**config.mk**
```make
export PLATFORM = sky130hd
export DESIGN_NAME = lsp_expand_seq_flat
export DESIGN_NICKNAME = d
export VERILOG_FILES = /design/src/rtl/lsp_expand_seq_if.sv /design/src/rtl/lsp_expand_seq.sv /design/src/flat_wrapper.sv
export SDC_FILE = /design/constraint.sdc
export NUM_CORES = 1
export LEC_CHECK = 0
export CAP_MARGIN = 10
export CORE_MARGIN = 5
export CORE_UTILIZATION = 31
export CTS_BUF_LIST = sky130_fd_sc_hd__clkbuf_4
export DETAILED_ROUTE_END_ITERATION = 7
export HOLD_SLACK_MARGIN = 0.03
export PLACE_DENSITY = 0.91
export SYNTH_ARGS = -nofsm -noshare
export SYNTH_HDL_FRONTEND = slang
export SYNTH_SLANG_ARGS = --single-unit
export TNS_END_PERCENT = 100
```
**constraint.sdc**
```tcl
create_clock -name clk -period 1.7 [get_ports clk]
set_input_delay 0.51 -clock clk [delete_from_list [all_inputs] [get_ports clk]]
set_output_delay 0.51 -clock clk [all_outputs]
set_load 0.02 [all_outputs]
```
**src/rtl/lsp_expand_seq_if.sv**
```systemverilog
// lsp_expand_seq_if: one scratch-memory port (read address, write address, write data, write enable)
interface lsp_expand_seq_if #(
  parameter int ADDR_W = 11,
  parameter int DATA_W = 32
);
  logic [ADDR_W-1:0] readAddr;
  logic [ADDR_W-1:0] writeAddr;
  logic [DATA_W-1:0] data;
  logic              writeEn;
  modport master (output readAddr, writeAddr, data, writeEn);
  modport slave  (input  readAddr, writeAddr, data, writeEn);
endinterface

```
**src/rtl/lsp_expand_seq.sv**
```systemverilog
// lsp_expand_seq: runs LSP expand_1 then expand_2 and arbitrates the shared scratch port; LSP_EXP_TIMEOUT_EN adds a per-stage watchdog
module lsp_expand_seq #(
  parameter int ADDR_W      = 11,
  parameter int DATA_W      = 32,
  parameter int TIMEOUT_CYC = 1024
) (
  input  logic             clk,
  input  logic             reset,
  input  logic             start,
  output logic             done,
  output logic             busy,
  output logic             exp1Start,
  input  logic             exp1Done,
  output logic             exp2Start,
  input  logic             exp2Done,
  lsp_expand_seq_if.slave  exp1Mem,
  lsp_expand_seq_if.slave  exp2Mem,
  lsp_expand_seq_if.master mem,
  output logic             timeoutErr
);
  typedef enum logic [2:0] {IDLE, START1, WAIT1, START2, WAIT2, DONE} stateT;
  stateT state, stateNext;
  logic grant1, grant2, timeoutHit;
  if (TIMEOUT_CYC < 2) begin : g_badTimeout
    $error("TIMEOUT_CYC must be at least 2");
  end
  always_ff @(posedge clk)
    if (reset) state <= IDLE;
    else state <= stateNext;
  always_comb begin
    stateNext = state;
    unique case (state)
      IDLE:    stateNext = start ? START1 : IDLE;
      START1:  stateNext = WAIT1;
      WAIT1:   stateNext = exp1Done ? START2 : timeoutHit ? DONE : WAIT1;
      START2:  stateNext = WAIT2;
      WAIT2:   stateNext = exp2Done ? DONE : timeoutHit ? DONE : WAIT2;
      DONE:    stateNext = start ? START1 : DONE;
      default: stateNext = IDLE;
    endcase
  end
  assign done      = state == DONE;
  assign busy      = state != IDLE && state != DONE;
  assign exp1Start = state == START1;
  assign exp2Start = state == START2;
  assign grant1    = state == START1 || state == WAIT1;
  assign grant2    = state == START2 || state == WAIT2;
  assign mem.readAddr  = grant1 ? exp1Mem.readAddr  : grant2 ? exp2Mem.readAddr  : ADDR_W'(0);
  assign mem.writeAddr = grant1 ? exp1Mem.writeAddr : grant2 ? exp2Mem.writeAddr : ADDR_W'(0);
  assign mem.data      = grant1 ? exp1Mem.data      : grant2 ? exp2Mem.data      : DATA_W'(0);
  assign mem.writeEn   = grant1 ? exp1Mem.writeEn   : grant2 ? exp2Mem.writeEn   : 1'b0;
`ifdef LSP_EXP_TIMEOUT_EN
  localparam int CW = $clog2(TIMEOUT_CYC);
  logic [CW-1:0] waitCnt;
  logic inWait;
  assign inWait     = state == WAIT1 || state == WAIT2;
  // a done arriving on the last allowed cycle wins over the watchdog
  assign timeoutHit = waitCnt == CW'(TIMEOUT_CYC - 1) &&
                      ((state == WAIT1 && !exp1Done) || (state == WAIT2 && !exp2Done));
  always_ff @(posedge clk)
    if (reset) begin
      waitCnt    <= '0;
      timeoutErr <= 1'b0;
    end else begin
      waitCnt    <= inWait ? waitCnt + CW'(1) : '0;
      timeoutErr <= timeoutHit ? 1'b1 : stateNext == START1 ? 1'b0 : timeoutErr;
    end
`else
  assign timeoutHit = 1'b0;
  assign timeoutErr = 1'b0;
`endif
endmodule

```
**src/flat_wrapper.sv**
```systemverilog
// flat-port wrapper written by rule: the top's interface ports become plain ports
module lsp_expand_seq_flat 
#(
  parameter int ADDR_W      = 11,
  parameter int DATA_W      = 32,
  parameter int TIMEOUT_CYC = 1024
)
  (clk, reset, start, done, busy, exp1Start, exp1Done, exp2Start, exp2Done, timeoutErr, exp1Mem_readAddr, exp1Mem_writeAddr, exp1Mem_data, exp1Mem_writeEn, exp2Mem_readAddr, exp2Mem_writeAddr, exp2Mem_data, exp2Mem_writeEn, mem_readAddr, mem_writeAddr, mem_data, mem_writeEn);
  lsp_expand_seq_if #(.ADDR_W(ADDR_W), .DATA_W(DATA_W)) exp1Mem_i ();
  lsp_expand_seq_if #(.ADDR_W(ADDR_W), .DATA_W(DATA_W)) exp2Mem_i ();
  lsp_expand_seq_if #(.ADDR_W(ADDR_W), .DATA_W(DATA_W)) mem_i ();
  input  logic clk;
  input  logic reset;
  input  logic start;
  output logic done;
  output logic busy;
  output logic exp1Start;
  input  logic exp1Done;
  output logic exp2Start;
  input  logic exp2Done;
  output logic timeoutErr;
  input wire logic [$bits(exp1Mem_i.readAddr)-1:0] exp1Mem_readAddr;
  input wire logic [$bits(exp1Mem_i.writeAddr)-1:0] exp1Mem_writeAddr;
  input wire logic [$bits(exp1Mem_i.data)-1:0] exp1Mem_data;
  input wire logic [$bits(exp1Mem_i.writeEn)-1:0] exp1Mem_writeEn;
  input wire logic [$bits(exp2Mem_i.readAddr)-1:0] exp2Mem_readAddr;
  input wire logic [$bits(exp2Mem_i.writeAddr)-1:0] exp2Mem_writeAddr;
  input wire logic [$bits(exp2Mem_i.data)-1:0] exp2Mem_data;
  input wire logic [$bits(exp2Mem_i.writeEn)-1:0] exp2Mem_writeEn;
  output wire logic [$bits(mem_i.readAddr)-1:0] mem_readAddr;
  output wire logic [$bits(mem_i.writeAddr)-1:0] mem_writeAddr;
  output wire logic [$bits(mem_i.data)-1:0] mem_data;
  output wire logic [$bits(mem_i.writeEn)-1:0] mem_writeEn;
  assign exp1Mem_i.readAddr = exp1Mem_readAddr;
  assign exp1Mem_i.writeAddr = exp1Mem_writeAddr;
  assign exp1Mem_i.data = exp1Mem_data;
  assign exp1Mem_i.writeEn = exp1Mem_writeEn;
  assign exp2Mem_i.readAddr = exp2Mem_readAddr;
  assign exp2Mem_i.writeAddr = exp2Mem_writeAddr;
  assign exp2Mem_i.data = exp2Mem_data;
  assign exp2Mem_i.writeEn = exp2Mem_writeEn;
  assign mem_readAddr = mem_i.readAddr;
  assign mem_writeAddr = mem_i.writeAddr;
  assign mem_data = mem_i.data;
  assign mem_writeEn = mem_i.writeEn;
  lsp_expand_seq #(.ADDR_W(ADDR_W), .DATA_W(DATA_W), .TIMEOUT_CYC(TIMEOUT_CYC)) u_core (.clk(clk), .reset(reset), .start(start), .done(done), .busy(busy), .exp1Start(exp1Start), .exp1Done(exp1Done), .exp2Start(exp2Start), .exp2Done(exp2Done), .exp1Mem(exp1Mem_i), .exp2Mem(exp2Mem_i), .mem(mem_i), .timeoutErr(timeoutErr));
endmodule
```
==> results of run 1 <==
-- per-layer routing --
layer  vias up  track usage [%]  share of wire (%)
li1       1278                -                  -
met4         0             6.62                2.3
met3        17             3.98                8.0
met5         -                0                  0
met1      1290             22.8                 35
met2       147             44.6                 54
-- stage by stage --
step                      setup slack (ns)  utilization, %
after global placement              -0.658            64.0
after CTS                           -0.306            66.8
after detailed placement            -0.729            64.0
after global routing                -0.413            69.1
final                               -0.352            69.1
after floorplan                     0.0205               -
-- cells by family (layout without fill, tap and decap cells) --
family	count (synthesis)	count (layout)
AO/OA/AOI/OAI	113	113
AND/OR/NAND/NOR	12	12
XOR/XNOR	2	2
flip-flops	3	3
other	1	1
buffers and inverters	34	206
multiplexers	56	56
-- what timing repair did --
action                     CTS  global route
pin swaps                    1             2
setup endpoints to repair   59            59
gates resized for setup    319            17
buffers inserted             5             2
hold endpoints to repair     0             0
gates cloned                 5             1
-- tightest hold or removal path, stage by stage (launching register included) --
cell     delay (ns)
dfxtp_2        0.33
buf_6          0.14
nor3_1         0.06
-- synthesized netlist by cell type, drive strengths merged, types with 2 or more instances --
| cell type | number |
|---|---|
| mux2i | 56 |
| o21ai | 56 |
| a32oi | 55 |
| buf | 33 |
| dfxtp | 3 |
| a21oi | 2 |
| nand2 | 2 |
| nor2b | 2 |
| nor3b | 2 |
| xnor2 | 2 |
-- placed cells by master, fill, tap and decap left out, types with 2 or more instances in the layout --
cell	n
o21ai_1	54
nor3b_4	2
clkbuf_4	4
a32oi_2	4
nor2b_4	2
buf_4	62
dlymetal6s2s_1	2
a21oi_1	2
buf_6	8
dfxtp_4	2
a32oi_1	50
buf_8	2
buf_12	8
buf_16	6
clkdlybuf4s50_1	111
mux2i_1	55
-- final timing paths --
path                         from         endpoint  slack [ns]  cells past startpoint
hold / removal    u_core.state[2]  u_core.state[1]        0.56                      2
hold reg to reg   u_core.state[2]  u_core.state[1]        0.56                      2
setup / recovery  u_core.state[0]     mem_data[14]       -0.35                      6
setup reg to reg  u_core.state[0]  u_core.state[0]        0.09                      7
-- power by group --
| part | switching [µW] | internal (µW) |
|---|---|---|
| Combinational | 863 | 913 |
| Sequential | 14.4 | 79.8 |
| Clock | 49.5 | 105 |
-- layout make-up --
| class | instances | area, µm² | area share (%) |
|---|---|---|---|
| Multi-Input combinational cell | 184 | 1530 | 40.2 |
| Timing Repair Buffer | 201 | 2080 | 54.7 |
| Clock buffer | 4 | 30.0 | 0.790 |
| Inverter | 1 | 3.75 | 0.0987 |
| Tap cell | 72 | 90.1 | 2.37 |
| Sequential cell | 3 | 68.8 | 1.81 |
==> flow_metrics.tcl, run 1 <==
set metrics [dict create \
    synth_area_leader_cell "mux2i_1" \
    antenna_found_initial 0 \
    regMostFlops "u_core.state" \
    synthXorXnorAreaFrac_pct 1.00 \
    tns_ns -16.67 \
    syn_avg_cell_area_um2 7.92 \
    hold_viol_final 0 \
    initial_utilization_pct 31.8 \
    numPortBuffers 173 \
    fin_nets 509 \
    largestRegisters "u_core.state (3)" \
    drv_cap 0 \
    grtUsageTotal_pct 22.2 \
    path_clk_slew_ns 0.04 \
    synth_area_um2 1750 \
    fin_skew_ns 0.00715 \
    antennaDiodeCount 0 \
    synthCells 221 \
    cts_root_buf "clkbuf_4" \
    placed_area_um2 3520 \
    synth_edf_count 0 \
    fin_crit_ns 2.05 \
    io_pins 175 \
    slew_viol_final 0 \
    synth_cell_types 24 \
    gp_congestion 0.748 \
    coreArea_um2 5510 \
    tritoncts "built" \
    setup_slack_ns -0.352 \
    die_w_um 85.1 \
    min_period_over_period_pct 121 \
    vias_per_cell 5.88 \
    fmax_mhz 487 \
    grt_start_max_net_pins 32 \
    timing.hold.ws_ns 0.558 \
    ant_nets 0 \
    cts_buffer_depth 2 \
    hp-class "reg -> reg" \
    dpl.hpwl_um 6360 \
    rows 27 \
    synth_warnings 0 \
    synthArstFlopShare_pct 0 \
    clock-sinks 3 \
    violations "negative setup slack" \
    dp_cells 448 \
    cp_cell_sequence "nor3b_4 -> buf_6 -> clkbuf_16 -> a32oi_1 -> o21ai_1 -> buf_4" \
    synth_top_family_by_area "compound AO/OA/AOI/OAI gates" \
    layout-drive-gt1-share_pct 27.5 \
    vias 2732 \
    path_class "reg -> out" \
    power_uw 2020 \
    insertion_delay_ns 0.25 \
    drt_iter0_drc 107 \
    grt_pass1_wl_um 13400 \
    layout.cells.non_filler 465 \
    gr-total-overflow 0 \
    ys_seq_area_share_pct 3.43 \
    crit_fanout 7 \
    crit_buf_inv 3 \
    yosys.area_share.adder_pct 0 \
    max-vdd-ir-drop_mv 0.347 \
    syn_nets 336 \
    drt-pass1-iter-count 4 \
    crit_path_start_kind "flop" \
    holdBufCountCts 0 \
    worst_path_largest_cell_delay_ns 0.36 \
    fin_area_um2 3800 \
    synth_area_leaders "mux2i_1 (32%), a32oi_1 (28%), o21ai_1 (16%)" \
    crit_arrival_ns 1.54 \
    rsz0062_at_grt "true" \
    syn2layout_area_growth_pct 117 \
    wire_per_inst_um 19.5 \
    drc 0 \
    cp_top_family "buffers and inverters" \
    synth_top_flop_cell "dfxtp_1" \
    die_area_um2 7250 \
    grt_pass1_vias 2775 \
    status "complete, but fails checks" \
    setup.worst_path.end_class "primary output" \
    fillers 458 \
    muxShareOfSynthArea_pct 32.0 \
    finalWirelength_um 9050 \
    htree_levels 1 \
    synth.top_cell.area_share_pct 32.0 \
    synth_compound_area_share_pct 44.1 \
    ys_ff_latch 3 \
    leakage_uw 0.00144 \
    yosys.area_share.simple_pct 4.50 \
    largest_register_ffs 3 \
    powerDensity_nw_per_um2 532 \
    required_ns 1.19 \
    finalSetupViolCount 58 \
    fp.dieH_um 85.1 \
    cts_made_buffers 3 \
    worst_path_max_delay_cell "dfxtp_4" \
]
(Power assumes the default switching activity.)
==> run 2: changes to the inputs <==
--- a/config.mk
+++ b/config.mk
@@ -5,13 +5,14 @@
 export SDC_FILE = /design/constraint.sdc
 export NUM_CORES = 1
 export LEC_CHECK = 0
+export ABC_AREA = 1
 export CAP_MARGIN = 10
 export CORE_MARGIN = 5
-export CORE_UTILIZATION = 31
+export CORE_UTILIZATION = 20
 export CTS_BUF_LIST = sky130_fd_sc_hd__clkbuf_4
 export DETAILED_ROUTE_END_ITERATION = 7
 export HOLD_SLACK_MARGIN = 0.03
-export PLACE_DENSITY = 0.91
+export PLACE_DENSITY = 0.9
 export SYNTH_ARGS = -nofsm -noshare
 export SYNTH_HDL_FRONTEND = slang
 export SYNTH_SLANG_ARGS = --single-unit
==> run 2 against run 1 <==
Against the previous run:
- the run still ends with negative setup slack left
- register-to-register slack improved by 0.38 ns
- worst hold slack improved by 0.12 ns
- first-iteration DRC count fell by 50%
- clock-buffer cell count did not move
- total power fell by 13%
- critical path type unchanged
- critical endpoint is now mem_data[28]
==> flow_metrics.tcl, run 2 <==
set metrics [dict create \
    fmax_mhz 523 \
    synth.top_cell.area_share_pct 70.1 \
    largestRegisters "u_core.state (3)" \
    fin_skew_ns 0.00689 \
    gr-total-overflow 0 \
    required_ns 1.19 \
    leakage_uw 0.00163 \
    antenna_found_initial 0 \
    gp_congestion 0.775 \
    crit-reg2reg-launch "u_core.state[0]" \
    slew_viol_final 0 \
    min_period_over_period_pct 112 \
    fp.dieH_um 77.3 \
    timing.hold.ws_ns 0.677 \
    synth_most_common_cell "nand2_1" \
    io_pins 175 \
    worst_path_most_repeated_cell "nand2_1" \
    synth_area_leaders "nand2_1 (70%), dfxtp_1 (6.6%), buf_6 (6.2%)" \
    multi_input_area_um2 958 \
    drv_cap 0 \
    grt_start_max_net_pins 15 \
    fin_area_um2 3320 \
    grt_pass1_vias 1976 \
    largest_register_ffs 3 \
    synth_top_flop_cell "dfxtp_1" \
    dpl.hpwl_um 4550 \
    fillers 319 \
    tns_ns -8.40 \
    drc 0 \
    min_from "u_core.state[2]" \
    synth_edf_count 0 \
    placed_area_um2 2750 \
    worst_path_largest_cell_delay_ns 0.38 \
    hp-class "reg -> reg" \
    coreArea_um2 4380 \
    ant_nets 0 \
    ys_ff_latch 3 \
    htree_levels 1 \
    synthTopCellsByCount "nand2_1 (169), buf_4 (6), nand3_1 (6)" \
    syn_avg_cell_area_um2 4.37 \
    cts_root_buf "clkbuf_4" \
    regMostFlops "u_core.state" \
    grtUsageTotal_pct 18.5 \
    crit_start "u_core.state[0]" \
    setup.worst_path.end_class "primary output" \
    rsz0062_at_grt "true" \
    antennaDiodeCount 0 \
    crit_fanout 7 \
    finalWirelength_um 6470 \
    synth_area_leader_cell "nand2_1" \
    status "complete, but fails checks" \
    crit_arrival_ns 1.40 \
    cts_made_buffers 3 \
    cts_buffer_depth 2 \
    die_area_um2 5970 \
    syn_nets 322 \
    ys_seq_area_share_pct 6.64 \
    max-vdd-ir-drop_mv 0.498 \
    syn2layout_area_growth_pct 267 \
    worst_path_max_delay_cell "dfxtp_4" \
    final_cell_mix "nand2_1 (116), clkdlybuf4s50_1 (114), buf_6 (59)" \
    path_clk_slew_ns 0.04 \
    rows 24 \
    wire_per_inst_um 14.4 \
    hold_viol_final 0 \
    cp_cell_sequence "nor2_4 -> nand2_4 -> nand2_8 -> clkbuf_16 -> nand2_1 -> nand2_1 -> buf_6" \
    vias 1956 \
    synth_warnings 0 \
    layout-drive-gt1-share_pct 39.2 \
    clock-sinks 3 \
    synth_area_um2 905 \
    crit_path_start_kind "flop" \
    fin_crit_ns 1.91 \
    tritoncts "built" \
    vias_per_cell 4.35 \
    grt_pass1_wl_um 9270 \
    die_w_um 77.3 \
    fin_nets 514 \
    drt-pass1-iter-count 4 \
    regArea_um2 71.3 \
    numPortBuffers 173 \
    synthCells 207 \
    synth_cell_types 14 \
    setup_slack_ns -0.212 \
    final_common_cell "nand2_1" \
    powerDensity_nw_per_um2 533 \
    synthArstFlopShare_pct 0 \
    initial_utilization_pct 20.6 \
    violations "negative setup slack" \
    finalSetupViolCount 57 \
    drt_iter0_drc 53 \
    holdBufCountCts 0 \
    insertion_delay_ns 0.23 \
    path_class "reg -> out" \
]
run 2: worst max-delay path: cells and delay by family, from the launching register on:
kind / cells / cell delay [ns]
DFF: 1 / 0.38
buffers and inverters: 2 / 0.28
and+or+nand+nor: 5 / 0.49
run 2: power by group:
group / internal [µW] / switching [µW] / leakage (µW)
registers: 77.3 / 20.2 / 0.0000267
clock network: 104 / 36.3 / 0.0000184
logic: 830 / 702 / 0.00158
total: 1010 / 758 / 0.00163
run 2: cell type report:
cell class	instances	area share (%)
inverters	6	1.06
well taps	52	1.96
clock buffers	4	0.904
multi-input cells	187	28.9
repair buffers	198	65.1
flip-flops and latches	3	2.15
run 2: cells by family after synthesis:
kind of cell           share of synthesized area [%]
AOI/OAI and AO/OA                               1.11
buffers and inverters                           14.2
DFF                                             6.64
other                                          0.415
and+or+nand+nor                                 77.6
run 2: routing by layer:
layer	track usage, %	up-vias	routed length, µm
li1	-	999	-
met1	19.2	861	2310
met2	37.4	96	3580
met3	4.80	0	573
met4	1.55	0	0
met5	0	-	0
run 2: path summary, 6_finish.rpt:
path                            cells after the start  slack (ns)         endpoint
worst min register to register                      4        0.68  u_core.state[0]
worst max register to register                      7        0.47  u_core.state[2]
worst max-delay path                                7       -0.21     mem_data[28]
worst min-delay path                                4        0.68  u_core.state[0]
run 2: what timing repair did:
action / 4_1_cts / 5_1_grt
resized for setup: 374 / 73
gates cloned: 4 / 5
buffers inserted: 7 / 3
pin swaps: 3 / 31
endpoints found under the setup margin: 59 / 57
run 2: through the flow:
step | utilization, % | worst slack, ns | cells | total power, µW
2_1_floorplan | - | 0.119 | 207 | 612
3_3_place_gp | 62.8 | -0.516 | 434 | 1320
3_5_place_dp | 62.8 | -0.530 | 434 | 1330
4_1_cts | 70.4 | -0.207 | 449 | 1710
5_1_grt | 75.7 | -0.289 | 450 | 1880
6_report | 75.7 | -0.212 | 450 | 1770
